File: config.mk
export PLATFORM = sky130hd
export DESIGN_NAME = e203_ifu_flush_recv
export DESIGN_NICKNAME = d
export VERILOG_FILES = /design/src/rtl/e203_ifu_flush_recv.sv
export SDC_FILE = /design/constraint.sdc
export NUM_CORES = 1
export LEC_CHECK = 0
export ABC_AREA = 0
export ABC_CLOCK_PERIOD_IN_PS = 3000
export CORE_UTILIZATION = 50
export CTS_BUF_LIST = sky130_fd_sc_hd__clkbuf_2 sky130_fd_sc_hd__clkbuf_4 sky130_fd_sc_hd__clkbuf_8
export DETAILED_ROUTE_END_ITERATION = 16
export HOLD_SLACK_MARGIN = 0.12
export PLACE_DENSITY = 0.94
export SYNTH_ARGS = -nofsm -noshare
export SYNTH_HDL_FRONTEND = slang
export SYNTH_SLANG_ARGS = --single-unit
File: constraint.sdc
create_clock -name clk -period 3 [get_ports clk]
set_clock_uncertainty 0.15 [all_clocks]
set_input_delay 0.6 -clock clk [delete_from_list [all_inputs] [get_ports clk]]
set_output_delay 0.6 -clock clk [all_outputs]
set_load 0.05 [all_outputs]
File: src/rtl/e203_ifu_flush_recv.sv
// IFU flush receiver: accepts a commit-stage flush, drains in-flight fetch
// responses as stale, then presents a single redirect PC to the PC generator.
module e203_ifu_flush_recv #(
   parameter int PC_SIZE    = 32,
   parameter int OUTS_DEPTH = 2,
   parameter int CNT_W      = 2
) (
   input  logic               clk,
   input  logic               rst,
   input  logic               pipe_flush_req,
   input  logic [PC_SIZE-1:0] pipe_flush_add_op1,
   input  logic [PC_SIZE-1:0] pipe_flush_add_op2,
   output logic               pipe_flush_ack,
   input  logic               ifu_req_valid,
   input  logic               ifu_req_ready,
   input  logic               ifu_rsp_valid,
   input  logic               ifu_rsp_ready,
   output logic               rsp_discard,
   output logic               halt_fetch,
   output logic               redir_valid,
   input  logic               redir_ready,
   output logic [PC_SIZE-1:0] redir_pc,
   output logic               flush_busy
);

   // state | meaning
   // IDLE  | no flush pending, fetch runs freely
   // DRAIN | flush captured, discarding responses still in flight
   // REDIR | redirect PC presented, waiting for the PC generator
   localparam logic [1:0] IDLE  = 2'd0;
   localparam logic [1:0] DRAIN = 2'd1;
   localparam logic [1:0] REDIR = 2'd2;

   localparam logic [CNT_W-1:0] DEPTH = CNT_W'(OUTS_DEPTH);
   localparam logic [CNT_W-1:0] ONE   = CNT_W'(1);

   logic [1:0]       state, state_nxt;
   logic [CNT_W-1:0] outs_cnt, outs_nxt;
   logic [CNT_W-1:0] disc_cnt, disc_nxt;
   logic             req_hs, rsp_hs, flush_hs;

   assign req_hs   = ifu_req_valid & ifu_req_ready;
   assign rsp_hs   = ifu_rsp_valid & ifu_rsp_ready;
   assign flush_hs = pipe_flush_req & pipe_flush_ack;
   assign outs_nxt = outs_cnt + CNT_W'(req_hs) - CNT_W'(rsp_hs);

   // Ack depends only on state so there is no loop through the commit flush mux.
   assign pipe_flush_ack = (state != DRAIN);
   assign redir_valid    = (state == REDIR);
   assign flush_busy     = (state != IDLE);
   assign halt_fetch     = (state != IDLE) | (outs_cnt == DEPTH) | flush_hs;

   always_comb begin
      rsp_discard = 1'b0;
      case (state)
         IDLE:    rsp_discard = pipe_flush_req & ifu_rsp_valid;
         DRAIN:   rsp_discard = ifu_rsp_valid;
         default: rsp_discard = 1'b0;
      endcase
   end

   always_comb begin
      state_nxt = state;
      disc_nxt  = disc_cnt;
      case (state)
         IDLE: begin
            if (flush_hs) begin
               disc_nxt  = outs_nxt;
               state_nxt = (outs_nxt != '0) ? DRAIN : REDIR;
            end
         end
         DRAIN: begin
            if (rsp_hs) begin
               disc_nxt = disc_cnt - ONE;
               if (disc_cnt == ONE) state_nxt = REDIR;
            end
         end
         REDIR: begin
            // A new flush here replaces the pending redirect instead of consuming it.
            if (!flush_hs && redir_ready) state_nxt = IDLE;
         end
         default: state_nxt = IDLE;
      endcase
   end

   always_ff @(posedge clk or posedge rst) begin
      if (rst) begin
         state    <= IDLE;
         outs_cnt <= '0;
         disc_cnt <= '0;
         redir_pc <= '0;
      end else begin
         state    <= state_nxt;
         outs_cnt <= outs_nxt;
         disc_cnt <= disc_nxt;
         if (flush_hs) redir_pc <= pipe_flush_add_op1 + pipe_flush_add_op2;
      end
   end

   a_no_req_overflow: assert property (@(posedge clk) disable iff (rst)
      !(req_hs && (outs_cnt == DEPTH)));
   a_no_rsp_underflow: assert property (@(posedge clk) disable iff (rst)
      !(rsp_hs && (outs_cnt == '0)));

endmodule

# Word level (Yosys, flattened, before mapping)
# Index checks and enable logic that the tools add are counted.
[word_totals]
ff_bits = 38
latchBits = 0
ramBits = 0
rom_bits = 0
inputBits = 72
output_inout_bits = 37
word_cells = 41
memories = 0
[op_classes]
add_sub_neg = 4
multipliers = 0
div = 0
n_lt_le_gt_ge = 0
n_eq_ne = 9
shifts = 0
n_mux = 10
n_bitwise = 6
n_reduce_logical = 8
[ops]
columns = ["cell", "count"]
rows = [
  ["32-bit adder", 1],
  ["2-bit two-way mux", 7],
  ["2-bit != test, second input constant", 3],
  ["2-bit one-hot mux with 3 select lines", 1],
  ["2-bit nonzero test", 3],
  ["1-bit bitwise AND", 4],
  ["2-bit by 1-bit equality test with 1-bit output, second input constant", 2],
  ["2-bit equality test, second input constant", 2],
  ["2-bit by 1-bit != test with 1-bit output, second input constant", 2],
  ["2-bit one-hot mux with 2 select lines", 1],
  ["4-bit AND reduction", 1],
  ["3-bit AND reduction", 1],
  ["2-bit by 1-bit adder with 2-bit output", 1],
  ["2-bit logical NOT", 1],
  ["1-bit OR", 2],
  ["1-bit one-hot mux with 2 select lines", 1],
  ["2-bit by 1-bit subtractor with 2-bit output", 1],
  ["2-bit by 1-bit subtractor with 2-bit output, second input constant", 1],
  ["1-bit logical AND", 1],
  ["1-bit logical NOT", 1],
]

# Depth between registers and ports, before layout
# Gate-level depths: netlist of the first run.
[depth]
depth_word = 7
mapped_depth = 10
ltp_nobuf = 10

# Least setup slack after synthesis of the first run
# No wires, ideal clock.
[synth_timing]
path_type = "input port to flip-flop"
startpoint = "input port pipe_flush_add_op1[0]"
endpoint = "register redir_pc[28]"
setup_time_ps = 136
t_arrival_ps = 2657
required_time_ps = 2714
slack_ps = 57
path_stages = 10
path_buffers = 0
cell_sequence = "ha_1 fa_1 a21o_1 a221oi_2 o21ai_1 a21oi_2 o311ai_1 o21ai_1 mux2i_1 o311ai_1"
[synth_between]
elab_chain_len = 1
[synth_rtl]
columns = ["item", "line", "rtl"]
rows = [
  ["from (decl)", "11", "input logic [PC_SIZE-1:0] pipe_flush_add_op1,"],
  ["32-bit adder", "96", "if (flush_hs) redir_pc <= pipe_flush_add_op1 + pipe_flush_add_op2;"],
  ["to (signal assigned)", "96", ""],
  ["to (decl)", "22", "output logic [PC_SIZE-1:0] redir_pc,"],
]
# No other way between the ends.
# A chain may end at the register's enable or synchronous reset.

# Worst setup path in the final report of the first run
[layout_timing]
startpoint = "input port pipe_flush_add_op1[10]"
endpoint = "register redir_pc[30]"
# Same word-level chain as after synthesis.

==> results_dict.tcl, run 1 <==
set metrics [dict create \
    worstReg2RegStart "state[0]" \
    synth.yosys.warnings 0 \
    gp_congestion 0.9025 \
    critical_path.startpoint "pipe_flush_add_op1[10]" \
    synth_area_per_cell_sq_um 8.451 \
    min-delay-path-class "reg -> reg" \
    number_of_flops_mapped_to_enable_cells_by_yosys 0 \
    drtPass1Iterations 5 \
    syn2layout_area_growth_pct 54.37 \
    crit_path_start_kind "primary input" \
    timing.critical_path.arrival_ps 3010 \
    netlist_instances 378 \
    clockPowerShare 0.099 \
    drt-vias-per-instance 5.868 \
    period_share 0.9757 \
    clkTransAtPathRegs_ps 80 \
    timing.final.max_slew_violations 0 \
    power.static_leakage_nw 2.222 \
    dominantRegCellSynth "dfrtp_1" \
    placement.io_buffers 108 \
    nNetsFinal 646 \
    worst-endpoint-required_ps 3090 \
    asyncSetResetFlopFracSynth 1.000 \
    layout.cells.most_common "clkdlybuf4s50_1" \
    dp_hpwl_mm 7.834 \
    grt_antenna_before_repair 0 \
    core_region_area_sq_um 6026 \
    grt_overflow 0 \
    p_sw_mw 1.950 \
    cts_buffers 5 \
    ff2ff_path_depth 4 \
    detail-route-antenna-nets 0 \
    report.final.hold_viol_count 0 \
    fp-row-count 28 \
    outcome "complete, no violations" \
    die_w_um 81.93 \
    die_area_sq_um 6713 \
    layout_min_cycle_time_ps 2927 \
    fin_total_pwr_mw 3.837 \
    max_slew_margin_vs_limit 0.6378 \
    ir_worst_vdd_mv 0.8045 \
    proportion_of_power_drawn_by_combinational_gates 0.658 \
    number_of_vias_after_detailed_routing 3609 \
    synth_area_sq_um 3194 \
    drc 0 \
    synth_fp_nets 485 \
    minimum_setup_slack_among_reg_to_reg_paths_ps 1060 \
    n_fill_cell 355 \
    seq_power_share 0.243 \
    reg_to_reg_end "redir_pc[23]" \
    final_cell_mix "102 x clkdlybuf4s50_1, 60 x buf_4, 48 x nand2_1" \
    grt_util_all_layers 0.3024 \
    wire_length_of_the_first_global_routing_pass_mm 15.68 \
    clock_latency_ps 290 \
    dr.first_iter.drc_count 237 \
    number_of_buffers_on_the_longest_clock_path 2 \
    num_antenna_cells 0 \
    grt_pass1_vias 3546 \
    final_layout_size_suffix_gt1_frac 0.1685 \
    setup_viol 0 \
    p_per_cell_area_nw_per_um2 778.2 \
    internal_power_mw 1.887 \
    io_pins 109 \
    crit_path_end "redir_pc[30]" \
    cts_h_tree_depth 2 \
    timing.setup.critical_path_class "in -> reg" \
    postRouteWirelength_mm 10.05 \
    ys_seq_area_frac 0.2977 \
    drv_cap 0 \
    critical_path.max_fanout 5 \
    post_route_hold_slack_ps 327.4 \
    quantity_of_hold_fixing_buffers_added_after_cts 0 \
    initial_core_utilization 0.5301 \
    cts.sinks 38 \
    tritoncts "built" \
    rsz0062_at_grt "no" \
    postSynthRegisterBits 38 \
    die_y_um 81.93 \
    worst_setup_path_end_kind "flip-flop" \
    worst_pin_slew_ps 541.6 \
    cts_root_buffer "clkbuf_8" \
    switching_share 0.5081 \
    timing.fmax_mhz 341.6 \
    grt_max_degree 39 \
    yosys.cell_types.count 55 \
    dr_wl_cell_um 16.35 \
]
## sequential cells by signal (all words and copies together) (netlist names)
| signal | cells |
|---|---|
| redir_pc | 32 |
| state | 2 |
| disc_cnt | 2 |
| outs_cnt | 2 |
## worst min path at each step
stage                       startpoint           end  slack [ps]  cells past startpoint
final                     redir_pc[24]  redir_pc[24]         330                      2
after global routing      redir_pc[10]  redir_pc[10]         380                      2
after CTS                 redir_pc[24]  redir_pc[24]         330                      2
after detailed placement  redir_pc[24]  redir_pc[24]         310                      2
after global placement    redir_pc[10]  redir_pc[10]         310                      2
after floorplan            disc_cnt[1]   disc_cnt[1]         340                      2
## synth_stat cells (4+ instances only)
library cell  number  area [sq um]
nand2_1           49         183.9
o21ai_1           14         70.07
xnor2_1           15         131.4
nand4_1            6         37.54
nor3_1             8         40.04
nand3_1            9         45.04
o21a_1             9         67.56
and3_1             4         25.02
inv_1             12         45.04
xor2_1            11         96.34
clkbuf_1          12         45.04
dfrtp_1           38         950.9
a21oi_1           31         155.2
and2_1             4         25.02
nor2_1            19         71.32
nor2b_1            4         25.02
ha_1              34         425.4
a211o_1            4         35.03
a21o_1            14         105.1
o21ai_0           24         120.1
## metrics by stage
step,util,cells,instance area [sq um],setup TNS [ps],setup slack (ps)
after floorplan,-,378,3194,0,57.36
after global placement,0.7870,603,4742,-3311,-374.4
after detailed placement,0.7870,603,4742,-4526,-452.1
after CTS,0.8079,614,4868,0,40.84
after global routing,0.8183,615,4931,0,0.2587
final,0.8183,615,4931,0,72.81
## what timing repair did
action                     in CTS  in global routing
setup buffers                   3                  1
pin swaps                      13                 13
setup endpoints to repair       7                  9
hold endpoints to repair        0                  0
gates resized for setup         6                  9
## critical path: stages
cell and delay, ps:
clkdlybuf4s50_1 430, ha_1 320, buf_4 150, nand4_1 240
nor2_1 190, o2bb2ai_1 170, nor2_2 80, a211oi_2 250
o2111ai_1 180, or3_1 330, nand3_1 80
## power by group through the flow
stage	Sequential [mW]	Combinational (mW)	Clock, mW
finish	0.932	2.52	0.381
global route	0.955	2.67	0.401
CTS	0.927	2.49	0.380
detailed placement	0.937	2.48	0
global placement	0.916	2.41	0
floorplan	1.63	0.861	0
## cells by family (layout without fill, tap and decap cells)
kind of cell,count (synthesis),in the layout,synth area share
buf+inv,25,187,0.02977
mux,4,4,0.01332
flops,38,38,0.2977
simple gates,121,121,0.1845
compound gates,129,129,0.2640
xor+xnor,26,26,0.07129
fa+ha+maj,35,35,0.1394
## cell type report
class | instances | area, sq um | area share
clock buffer | 6 | 82.58 | 0.01675
clock inverter | 2 | 12.51 | 0.002537
inverter | 12 | 45.04 | 0.009135
multi-input combinational | 315 | 2213 | 0.4489
sequential | 38 | 950.9 | 0.1928
tap | 75 | 93.84 | 0.01903
timing repair buffer | 167 | 1533 | 0.3108
## per-layer routing
metal | vias up | part of all wire | GRT usage
met5 | - | 0 | 0
li1 | 1706 | - | -
met3 | 29 | 0.077 | 0.03556
met4 | 0 | 0.024 | 0.1316
met2 | 202 | 0.50 | 0.5240
met1 | 1672 | 0.40 | 0.3753
(Power assumes the default switching activity.)
==> run 2: changes to the inputs <==
SKIP_LAST_GASP = 1   (was default)
==> results of run 2 <==
Final layout, timing and power as in run 1 (identical DEF).
==> run 3: changes to the inputs <==
CTS_CLUSTER_SIZE = 24   (was default)
==> results of run 3 <==
Final layout, timing and power as in run 1 (identical DEF).
